## src/rtl/serial_subtractor.sv

```systemverilog
// Bit-serial N-bit subtractor (d = a - b), LSB first, with start/done handshake.
// Optional macro SERIAL_SUB_FLAGS_EN compiles in the borrow/zero/ovf flag logic.
module serial_subtractor #(
  parameter int N = 32
) (
  input  logic         clk,
  input  logic         rst_n,
  input  logic         start,
  input  logic [N-1:0] a,
  input  logic [N-1:0] b,
  output logic         busy,
  output logic         done,
  output logic [N-1:0] d,
  output logic         borrow,
  output logic         zero,
  output logic         ovf
);

  localparam int CW = $clog2(N);
  localparam logic [CW-1:0] LAST = CW'(N - 1);

  typedef enum logic [1:0] {
    IDLE = 2'd0,
    RUN  = 2'd1,
    DONE = 2'd2
  } state_t;

  state_t        state;
  logic [N-1:0]  sa;
  logic [N-1:0]  sb;
  logic          br;
  logic [CW-1:0] cnt;
  logic          x;
  logic          diff;
  logic          br_next;

  assign x       = sa[0] ^ sb[0];
  assign diff    = x ^ br;
  assign br_next = (~sa[0] & sb[0]) | (~x & br);

  always_ff @(posedge clk or negedge rst_n) begin
    if (!rst_n) begin
      state <= IDLE;
      sa    <= '0;
      sb    <= '0;
      br    <= 1'b0;
      cnt   <= '0;
      d     <= '0;
      busy  <= 1'b0;
      done  <= 1'b0;
    end else begin
      case (state)
        IDLE: begin
          done <= 1'b0;
          if (start) begin
            sa    <= a;
            sb    <= b;
            br    <= 1'b0;
            cnt   <= '0;
            busy  <= 1'b1;
            state <= RUN;
          end
        end
        RUN: begin
          // Result fills from the MSB side, so after N shifts bit 0 sits at d[0].
          d  <= {diff, d[N-1:1]};
          sa <= sa >> 1;
          sb <= sb >> 1;
          br <= br_next;
          if (cnt == LAST) begin
            done  <= 1'b1;
            state <= DONE;
          end else begin
            cnt <= cnt + 1'b1;
          end
        end
        DONE: begin
          done  <= 1'b0;
          busy  <= 1'b0;
          state <= IDLE;
        end
        default: begin
          done  <= 1'b0;
          busy  <= 1'b0;
          state <= IDLE;
        end
      endcase
    end
  end

`ifdef SERIAL_SUB_FLAGS_EN
  logic zacc;

  always_ff @(posedge clk or negedge rst_n) begin
    if (!rst_n) begin
      zacc   <= 1'b0;
      borrow <= 1'b0;
      zero   <= 1'b0;
      ovf    <= 1'b0;
    end else if (state == IDLE && start) begin
      zacc <= 1'b1;
    end else if (state == RUN) begin
      zacc <= zacc & ~diff;
      // On the last bit sa[0]/sb[0] are the operand MSBs, so ovf needs no extra tracking.
      if (cnt == LAST) begin
        borrow <= br_next;
        zero   <= zacc & ~diff;
        ovf    <= x & (diff ^ sa[0]);
      end
    end
  end
`else
  assign borrow = 1'b0;
  assign zero   = 1'b0;
  assign ovf    = 1'b0;
`endif

endmodule

```

## config.mk

```make
export PLATFORM = sky130hd
export DESIGN_NAME = serial_subtractor
export DESIGN_NICKNAME = d
export VERILOG_FILES = /design/src/rtl/serial_subtractor.sv
export SDC_FILE = /design/constraint.sdc
export NUM_CORES = 1
export LEC_CHECK = 0
export CORE_MARGIN = 2
export CORE_UTILIZATION = 54
export CTS_BUF_LIST = sky130_fd_sc_hd__clkbuf_4 sky130_fd_sc_hd__clkbuf_8 sky130_fd_sc_hd__clkbuf_16
export CTS_CLUSTER_SIZE = 28
export DETAILED_ROUTE_END_ITERATION = 10
export PLACE_DENSITY = 0.93
export SYNTH_ARGS = -nofsm -noshare
export SYNTH_HDL_FRONTEND = slang
export SYNTH_SLANG_ARGS = --single-unit
```

## constraint.sdc

```tcl
create_clock -name clk -period 2.5 [get_ports clk]
set_input_delay 0.25 -clock clk [delete_from_list [all_inputs] [get_ports clk]]
set_output_delay 0.25 -clock clk [all_outputs]
set_load 0.01 [all_outputs]
```

==> results by group, run 1 <==
Cells and area
  – Post-layout util: 0.715
  – NumNets Final: between 600 and 700
  – Post-route cell area: 0.00593 mm^2
  – Fill cell total of the finished layout: just over 600
  – Commonest non-fill, non-tap cell in the layout: nand2_1
  – Layout Area Growth over Synthesis: 26.7%
  – ANT cells: 0
  – Commonest non-fill, non-tap cells in the layout: 159 x nand2_1, 106 x dfrtp_1, 99 x clkdlybuf4s50_1, 64 x mux2i_1, 61 x o21ai_0
  – Share of cells above drive strength 1: 0.0470

Global route
  – Initial antenna violation count: 0
  – Total Routing Usage GR: 0.203
  – Global-route wire length before repair: 15.8 mm
  – Largest net degree at the start of global routing: 103
  – Gr ovfl total: 0
  – Vias in the first global route: 3,484

Clock network
  – Clk Latency, worst-skew pair: 0.36 ns
  – Clk root buf: clkbuf_8
  – CTS buffer count: 9
  – CTS Sinks: 106
  – CTS clock-pin slew for the worst setup and hold paths: 0.10 ns
  – Clock buffer depth: 2
  – H-tree levels: 3
  – CTS tree: yes

STA
  – Crit path time final: about 1.8 ns
  – Setup TNS: 0 ns
  – Final hold vios: 0
  – Final setup viols: 0
  – Clk_skew: 0.0109 ns
  – Post-route clock period utilization: 0.738
  – Fmax: 542 MHz
  – RSZ-0062 raised after global routing: no
  – Final Slew Violations: 0

Drt
  – Final ANT Viol Nets: 0
  – Vias per inst: approximately 5.2
  – DRT iter0 DRCs: 143
  – DR WL/cell: approximately 14 um
  – Vias: 3,433
  – Drt pass-1 iters: 4
  – Detailed-route DRC error count: 0
  – Total wire length: 9.23 mm

Place
  – DPL Wire Length: 6.43 mm
  – Final GP Congestion: about 0.79
  – Input/output buffers: 100
  – Cell Area, Placed: 0.00569 mm^2

Floorplanning
  – Die Width: around 97 um
  – IO Pins: 104
  – Initial core utilization: 0.564
  – Row count: 33
  – Die Y: 97.1 um
  – Die footprint: 0.00943 mm^2
  – Core Area: 0.00830 mm^2

Critical path
  – R2R setup slack: between 0.6 and 0.7 ns
  – CP max FO: 6
  – Worst EP required: 2.79 ns
  – Reg2reg end: cnt[4]
  – R2r worst-path depth: 6
  – Critical path class: reg -> reg
  – Crit. End Element: flop
  – CP startpoint kind: flop
  – Arr. time, crit path: between 2 and 2.5 ns
  – Reg-to-reg startpoint: cnt[0]

Run status
  – Status: finished, final reports clean

Worst hold path
  – HP Class: in -> async

Flow run
  – Maxcap violations: 0

Synth
  – Register area share after synthesis: 0.566
  – Cell Area, Synth: about 0.0047 mm^2
  – Yosys warns: 0
  – Synth Instances: between 400 and 500
  – Syn Area/Cell: 10.2 um^2
  – #FFs+latches synth: 106
  – Yosys cell types: 30

Power and ir drop
  – Maximum vdd drop: 0.525 mV
  – Power per cell area: 1140 mW/mm^2
  – P_leak: 2.98 nW
-- Yosys cell counts, drive strengths merged --
cell type	n	share of area
a21oi	2	0.0021
a22o	2	0.0037
a31oi	1	0.0013
a32o	1	0.0021
and2	1	0.0013
and3	1	0.0013
buf	20	0.041
clkbuf	12	0.0096
conb	1	0.00080
dfrtp	106	0.57
fa	1	0.0043
ha	2	0.0053
inv	6	0.0048
mux2	1	0.0024
mux2i	64	0.14
nand2	159	0.13
nand2b	4	0.0053
nand3	1	0.0011
nand4b	1	0.0019
nor2	3	0.0024
nor2b	4	0.0053
o21ai	64	0.068
o21bai	1	0.0016
o22ai	1	0.0013
o311ai	1	0.0019
-- state kept, by name (all words and copies together), names as in the netlist --
| register | cells |
|---|---|
| br | 1 |
| cnt | 5 |
| state | 2 |
| d | 32 |
| busy | 1 |
| sb | 32 |
| done | 1 |
| sa | 32 |
-- stage by stage --
| step | hold slack, ns | setup WS, ns | total power, mW | std cells |
|---|---|---|---|---|
| 6_report | 0.344 | 0.655 | 6.76 | 658 |
| 5_1_grt | 0.369 | 0.545 | 7.28 | 658 |
| 4_1_cts | 0.341 | 0.663 | 6.83 | 658 |
| 3_5_place_dp | 0.209 | 0.688 | 5.62 | 641 |
| 3_3_place_gp | 0.206 | 0.762 | 5.42 | 641 |
| 2_1_floorplan | -0.0456 | 0.804 | 4.72 | 462 |
-- layout make-up --
cell class / count / area (um^2) / share of cell area
inverter: 6 / 22.5 / 0.00380
tap: 105 / 131 / 0.0221
multi-input combinational: 318 / 1800 / 0.303
sequential: 106 / 2650 / 0.447
clock inverter: 5 / 85.1 / 0.0143
clock buffer: 11 / 151 / 0.0255
timing repair buffer: 107 / 1090 / 0.184
-- report_power, final --
group	leakage [nW]	internal, mW	switching, mW	total [mW]
combinational	1.53	1.29	1.27	2.56
clock	0.116	0.624	0.577	1.20
sequential	1.33	2.49	0.508	3.00
total	2.98	4.41	2.35	6.76
-- routing by layer --
metal,routed length [um],GRT usage,part of all wire
met1,4000,0.259,0.43
met2,4550,0.341,0.49
met3,538,0.0468,0.058
met4,138,0.0769,0.015
met5,0,0,0
-- what timing repair did --
action | CTS | global route
setup buffers | 0 | 0
resized for setup | 0 | 0
hold endpoints to repair | 32 | 0
hold buffers | 1 | 0
-- worst max path at each step --
stage                     depth (start not counted)  slack, ns    from  endpoint
after floorplan                                   6       0.80  cnt[0]    cnt[2]
after global placement                            6       0.76  cnt[0]    cnt[2]
after detailed placement                          6       0.69  cnt[0]    cnt[2]
after CTS                                         6       0.66  cnt[0]    cnt[4]
after global routing                              6       0.54  cnt[0]    cnt[0]
final                                             6       0.65  cnt[0]    cnt[4]
-- cells by family (layout without fill, tap and decap cells) --
| logic type | Yosys count | count (layout) | share of synthesized area |
|---|---|---|---|
| compound gates | 73 | 73 | 0.0826 |
| fa+ha+maj | 3 | 3 | 0.00962 |
| buf+inv | 38 | 129 | 0.0553 |
| flops | 106 | 106 | 0.566 |
| mux | 65 | 65 | 0.139 |
| other cells | 1 | 3 | 0.000801 |
| simple gates | 174 | 174 | 0.146 |
-- critical path, cell delays in order, from the launching register on --
cell	delay [ns]
dfrtp_1	0.42
ha_1	0.21
and3_1	0.18
ha_1	0.24
nand2b_1	0.16
a21oi_1	0.34
mux2i_1	0.22
(Power assumes the default switching activity.)
==> run 2, diff against run 1 <==
CORE_UTILIZATION = 46   (was 54)
PLACE_DENSITY = 0.85   (was 0.93)
clock period = 1.6 ns   (was 2.5 ns; I/O delays follow)
==> results by group, run 2 (synthesis results as in run 1) <==
Run status
  – Status: complete, but fails checks
  – Failing checks: negative setup slack

Critical path
  – Arr. time, crit path: 1.89 ns (-0.24 ns)
  – Crit. End Element: flop
  – Slowest cell on crit path: dfrtp_1
  – CP startpoint kind: flop
  – CP max FO: 6 (unchanged)
  – Critical path class: reg -> reg
  – CP peak stage delay: 0.40 ns (-0.02 ns)
  – CP cell instances: ha_2, and3_4, ha_4, nor2b_4, mux2_4, a22o_1
  – Worst EP required: 1.85 ns (-0.94 ns)

STA
  – Final setup viols: 1 (+1)
  – Post-route clock period utilization: 1.02 (+0.284)
  – Clk_skew: 0.00721 ns (-0.00366 ns)
  – Setup TNS: -0.0351 ns (-0.0351 ns)
  – Crit path time final: 1.64 ns (-0.210 ns)
  – Setup WS post-layout: -0.0351 ns (-0.690 ns)
  – Final Slew Violations: 0 (unchanged)
  – RSZ-0062 raised after global routing: yes
  – Final hold vios: 0 (unchanged)
  – Fmax: 612 MHz (+13%)

Place
  – Placed Cells incl. Taps: 679 (+5.9%)
  – Final GP Congestion: 0.768 (-2.3%)
  – DPL Wire Length: 6.88 mm (+7.0%)
  – Input/output buffers: 100 (unchanged)

Clock network
  – Clock buffer depth: 2 (unchanged)
  – CTS clock-pin slew for the worst setup and hold paths: 0.09 ns (about the same)
  – Clk root buf: clkbuf_8
  – H-tree levels: 3 (unchanged)
  – Clk Latency, worst-skew pair: 0.36 ns (about the same)
  – CTS buffer count: 9 (unchanged)
  – CTS Sinks: 106 (unchanged)
  – CTS tree: yes

Drt
  – DRT iter0 DRCs: 155 (+8.4%)
  – Drt pass-1 iters: 4 (unchanged)
  – Vias per inst: 4.95 (-5.1%)
  – Detailed-route DRC error count: 0 (unchanged)
  – Total wire length: 9.63 mm (+4.3%)
  – DR WL/cell: 13.8 um (-1.7%)
  – Vias: 3,457 (+0.70%)
  – Final ANT Viol Nets: 0 (unchanged)

Cells and area
  – Share of cells above drive strength 1: 0.0779 (+0.0309)
  – Multi-input gate area in the final layout: 0.00185 mm^2 (+2.8%)
  – Finished Layout Cells: 698 (+6.1%)
  – Largest registers: d: 32 flops, sa: 32 flops, sb: 32 flops
  – Commonest non-fill, non-tap cells in the layout: 159 x nand2_1, 106 x dfrtp_1, 99 x clkdlybuf4s50_1, 64 x mux2i_1, 61 x o21ai_0
  – NumNets Final: 630 (+1.9%)
  – ANT cells: 0 (unchanged)
  – Fill cell total of the finished layout: 835 (+36%)
  – Sequential Area: 0.00265 mm^2 (unchanged)
  – Commonest non-fill, non-tap cell in the layout: nand2_1
  – Layout Area Growth over Synthesis: 30.4%

Power and ir drop
  – P_leak: 3.05 nW (+2.2%)
  – Power per cell area: 1740 mW/mm^2 (+53%)
  – Maximum vdd drop: 1.04 mV (+98%)

Floorplanning
  – Die Width: 105 um (+8.0%)
  – Core Area: 0.00982 mm^2 (+18%)
  – Initial core utilization: 0.477 (-0.0874)
  – Die Y: 105 um (+8.0%)
  – Row count: 36 (+9.1%)
  – Die footprint: 0.0110 mm^2 (+17%)
  – IO Pins: 104 (unchanged)

Flow run
  – Maxcap violations: 0 (unchanged)

Global route
  – Vias in the first global route: 3,477 (-0.20%)
  – Global-route wire length before repair: 16.3 mm (+2.7%)
  – Initial antenna violation count: 0 (unchanged)
  – Gr ovfl total: 0 (unchanged)
  – Total Routing Usage GR: 0.183 (-0.0208)
  – Largest net degree at the start of global routing: 72 (-30%)

Worst hold path
  – HP Class: in -> async
## run 2: final timing paths
kind | cells past startpoint | slack [ns] | end | start
worst max-delay path | 6 | -0.04 | cnt[2] | cnt[0]
worst min-delay path | 2 | 0.29 | sa[20] | rst_n
worst max register to register | 6 | -0.04 | cnt[2] | cnt[0]
worst min register to register | 2 | 0.49 | sb[4] | sb[4]
max in group asynchronous | 3 | 0.74 | sb[15] | rst_n
min in group clk | 3 | 0.42 | sb[13] | b[13]
## run 2: layout make-up
class,instances,area share
clock buffer,11,0.0248
timing repair buffer,119,0.198
sequential,106,0.434
tap,133,0.0272
clock inverter,5,0.00983
inverter,6,0.00369
multi-input combinational,318,0.303
## run 2: metal layers
| metal | track usage | routed length [um] | vias up |
|---|---|---|---|
| li1 | - | - | 1705 |
| met1 | 0.224 | 4100 | 1660 |
| met2 | 0.313 | 4860 | 87 |
| met3 | 0.0667 | 612 | 5 |
| met4 | 0.0333 | 58 | 0 |
| met5 | 0 | 0 | - |
## run 2: power breakdown
group	switching (mW)	internal, mW	total [mW]	leakage (nW)
Sequential	0.758	3.90	4.66	1.33
Clock	0.891	0.818	1.71	0.106
Combinational	2.09	2.19	4.28	1.61
Total	3.74	6.91	10.6	3.05
## run 2: timing repair
action | in CTS | in global routing
pin swaps | 0 | 2
setup endpoints to repair | 4 | 5
gates resized for setup | 3 | 4
hold endpoints to repair | 28 | 0
hold buffers | 1 | 0
gates cloned | 0 | 0
buffers inserted | 0 | 2
## run 2: stage by stage
| stage | total power, mW | worst slack [ns] | instance area [um^2] | hold slack [ns] | utilization |
|---|---|---|---|---|---|
| finish | 10.6 | -0.0351 | 6110 | 0.287 | 0.622 |
| global route | 11.5 | -0.0892 | 6110 | 0.314 | 0.622 |
| CTS | 10.7 | -0.0291 | 6070 | 0.278 | 0.618 |
| detailed placement | 8.96 | -0.0575 | 5840 | 0.127 | 0.595 |
| global placement | 8.64 | -0.0302 | 5840 | 0.124 | 0.595 |
| floorplan | 7.39 | -0.00987 | 4710 | -0.136 | - |
## run 2: critical path, delay by kind of cell, from the launching register on
kind	cells	cell delay (ns)
AOI/OAI and AO/OA	1	0.17
DFF	1	0.40
and+or+nand+nor	2	0.29
adders and majority gates	2	0.37
muxes	1	0.30
==> run 3, diff against run 2 <==
ABC_AREA = 1   (was default)
CELL_PAD_IN_SITES_DETAIL_PLACEMENT = 0   (was default)
CELL_PAD_IN_SITES_GLOBAL_PLACEMENT = 1   (was default)
CORE_UTILIZATION = 34   (was 46)
==> results by group, run 3 <==
Floorplanning
  – Die Width: 123 um (+17%)
  – Die Y: 123 um (+17%)
  – Die footprint: 0.0151 mm^2 (+37%)
  – Core Area: 0.0138 mm^2 (+41%)
  – Row count: 43 (+19%)
  – IO Pins: 104 (unchanged)
  – Initial core utilization: 0.347 (-0.129)

Cells and area
  – Largest registers: d: 32 flops, sa: 32 flops, sb: 32 flops
  – Finished Layout Cells: 858 (+23%)
  – Post-layout util: 0.456 (-0.166)
  – Share of cells above drive strength 1: 0.0575 (-0.0204)
  – ANT cells: 0 (unchanged)
  – NumNets Final: 743 (+18%)
  – Layout Area Growth over Synthesis: 31.3%
  – Fill cell total of the finished layout: 1,347 (+61%)
  – Commonest non-fill, non-tap cell in the layout: nand2_1
  – Commonest non-fill, non-tap cells in the layout: 176 x nand2_1, 106 x dfrtp_1, 103 x o21ai_0, 99 x clkdlybuf4s50_1, 81 x inv_1

Synth
  – Main synth FF type: dfrtp_1
  – Largest family of logic cells by synthesized area: compound AO/OA/AOI/OAI gates
  – Compound-cell area share of the yosys netlist: 0.168 (+0.0854)
  – Syn Area/Cell: 8.20 um^2 (-19%)
  – Yosys warns: 0 (unchanged)
  – #FFs+latches synth: 106 (unchanged)
  – Synth Instances: 586 (+27%)
  – Synth async-reset ratio: 1.00 (unchanged)
  – Most frequent cells after synthesis: 177 x nand2_1, 106 x dfrtp_1, 103 x o21ai_0
  – Post-Synth Adder-Cell Area: 0.00938 (-0.000243)
  – Post-Synth Simple-Gate Area: 0.157 (+0.0104)
  – Number of synthesized flops with an enable pin: 0 (unchanged)
  – Xor/xnor cell area share of the yosys netlist: 0 (unchanged)
  – Top post-synthesis cells by area: dfrtp_1 55%, nand2_1 14%, o21ai_0 11%
  – Most frequent cell after synthesis: nand2_1
  – Cell Area, Synth: 0.00480 mm^2 (+2.6%)
  – Synth top area share: 0.552 (-0.0143)
  – Multiplexer share of the synthesized area: 0 (-0.139)
  – Register area share after synthesis: 0.552 (-0.0143)
  – Yosys cell types: 20 (-33%)
  – Synth area leader: dfrtp_1

Run status
  – Status: finished, final reports clean

Drt
  – Total wire length: 10.1 mm (+4.9%)
  – DRT iter0 DRCs: 251 (+62%)
  – Vias per inst: 4.45 (-10%)
  – DR WL/cell: 11.8 um (-15%)
  – Drt pass-1 iters: 4 (unchanged)
  – Final ANT Viol Nets: 0 (unchanged)
  – Detailed-route DRC error count: 0 (unchanged)
  – Vias: 3,822 (+11%)

STA
  – Slew @ Worst Pin: 0.511 ns
  – Crit path time final: 1.49 ns (-0.141 ns)
  – Clk_skew: 0.00727 ns (+0.0000617 ns)
  – Min Hold Slack: 0.282 ns (-0.00569 ns)
  – Post-route clock period utilization: 0.934 (-0.0882)
  – Final hold vios: 0 (unchanged)
  – Final setup viols: 0 (-1)
  – Slew headroom: 0.659
  – Final Slew Violations: 0 (unchanged)
  – Fmax: 669 MHz (+9.4%)

Clock network
  – CTS tree: yes
  – CTS clock-pin slew for the worst setup and hold paths: 0.07 ns (-0.02 ns)
  – Clk Latency, worst-skew pair: 0.34 ns (-0.02 ns)
  – Clock buffer depth: 2 (unchanged)
  – CTS buffer count: 9 (unchanged)
  – H-tree levels: 3 (unchanged)
  – CTS Sinks: 106 (unchanged)
  – Clk root buf: clkbuf_16

Critical path
  – Worst path bufs/invs: 1 (+1)
  – CP max FO: 3 (-3)
  – Arr. time, crit path: 1.33 ns (-0.56 ns)
  – Worst EP required: 1.44 ns (-0.41 ns)
  – Reg-to-reg startpoint: cnt[1]
  – CP peak stage delay: 0.59 ns (+0.19 ns)
  – Critical path class: reg -> out
  – Kind of cell adding the most delay to the critical path: buffers and inverters
  – Slowest cell on crit path: clkdlybuf4s50_1
  – CP startpoint kind: flop
  – CP Launch Point: d[31]
  – CP cell instances: clkdlybuf4s50_1
  – Crit. End Element: output pin

Global route
  – Gr ovfl total: 0 (unchanged)
  – Global-route wire length before repair: 17.4 mm (+6.9%)
  – Total Routing Usage GR: 0.145 (-0.0377)
  – Vias in the first global route: 3,871 (+11%)
  – Largest net degree at the start of global routing: 56 (-22%)
  – Initial antenna violation count: 0 (unchanged)

Place
  – Placed Cells incl. Taps: 840 (+24%)
  – Input/output buffers: 100 (unchanged)
  – DPL Wire Length: 7.06 mm (+2.6%)
  – Final GP Congestion: 0.756 (-1.6%)

Worst hold path
  – HP Class: in -> async

Power and ir drop
  – P_leak: 2.84 nW (-6.7%)
  – Maximum vdd drop: 0.704 mV (-32%)
  – Power per cell area: 1720 mW/mm^2 (-1.1%)

Flow run
  – Maxcap violations: 0 (unchanged)
-- run 3: cell types whose count changed after synthesis, sizes merged, moves of 6 or more --
cell,change
o21ai,+94
inv,+79
mux2i,-64
nand2,+20
nor2,+7
buf,+6
-- run 3: final cells by class --
type | count | area (um^2) | area share
multi-input combinational | 360 | 1630 | 0.258
tap | 180 | 225 | 0.0357
inverter | 85 | 319 | 0.0506
sequential | 106 | 2650 | 0.420
timing repair buffer | 111 | 1170 | 0.186
clock inverter | 6 | 73.8 | 0.0117
clock buffer | 10 | 239 | 0.0379
-- run 3: power by group --
part / internal (mW) / total [mW] / leakage, nW / switching [mW]
clock network: 1.28 / 2.28 / 0.154 / 1.00
registers: 3.69 / 4.10 / 1.36 / 0.402
logic: 1.83 / 4.50 / 1.33 / 2.67
-- run 3: through the flow --
step	setup WS, ns	cell area [um^2]	total power, mW	setup TNS [ns]
detailed placement	0.0120	5970	8.67	0
global route	-0.00220	6310	12.0	-0.00220
CTS	0.0479	6300	11.0	0
finish	0.106	6310	10.9	0
floorplan	0.227	4810	7.28	0
global placement	0.0749	5970	8.50	0
-- run 3: worst paths after layout --
| check | to | slack, ns | cells after the start |
|---|---|---|---|
| max | d[31] | 0.11 | 1 |
| min | d[22] | 0.28 | 2 |
| max reg2reg | cnt[4] | 0.16 | 10 |
| min reg2reg | d[0] | 0.49 | 2 |
| max in group asynchronous | sb[11] | 0.74 | 3 |
| min in group clk | sb[31] | 0.45 | 3 |
-- run 3: cells by family (layout without fill, tap and decap cells) --
family,count (synthesis),after routing
simple gates,195,195
other cells,1,3
buf+inv,122,212
flops,106,106
compound gates,159,159
fa+ha+maj,3,3
-- run 3: layer usage --
metal  global-route usage  vias to the layer above  wire length [um]  part of all wire
met5                    0                        -                 0                 0
met2                0.239                       71              4740              0.47
met3               0.0232                       16               440             0.044
met4               0.0639                        0               207             0.020
met1                0.188                     1739              4710              0.47
li1                     -                     1996                 -                 -
-- run 3: what timing repair did --
action,in CTS,in global routing
pin swaps,0,1
hold buffers,1,0
setup buffers,0,1
gates resized for setup,1,4
setup endpoints to repair,1,5
hold endpoints to repair,28,0
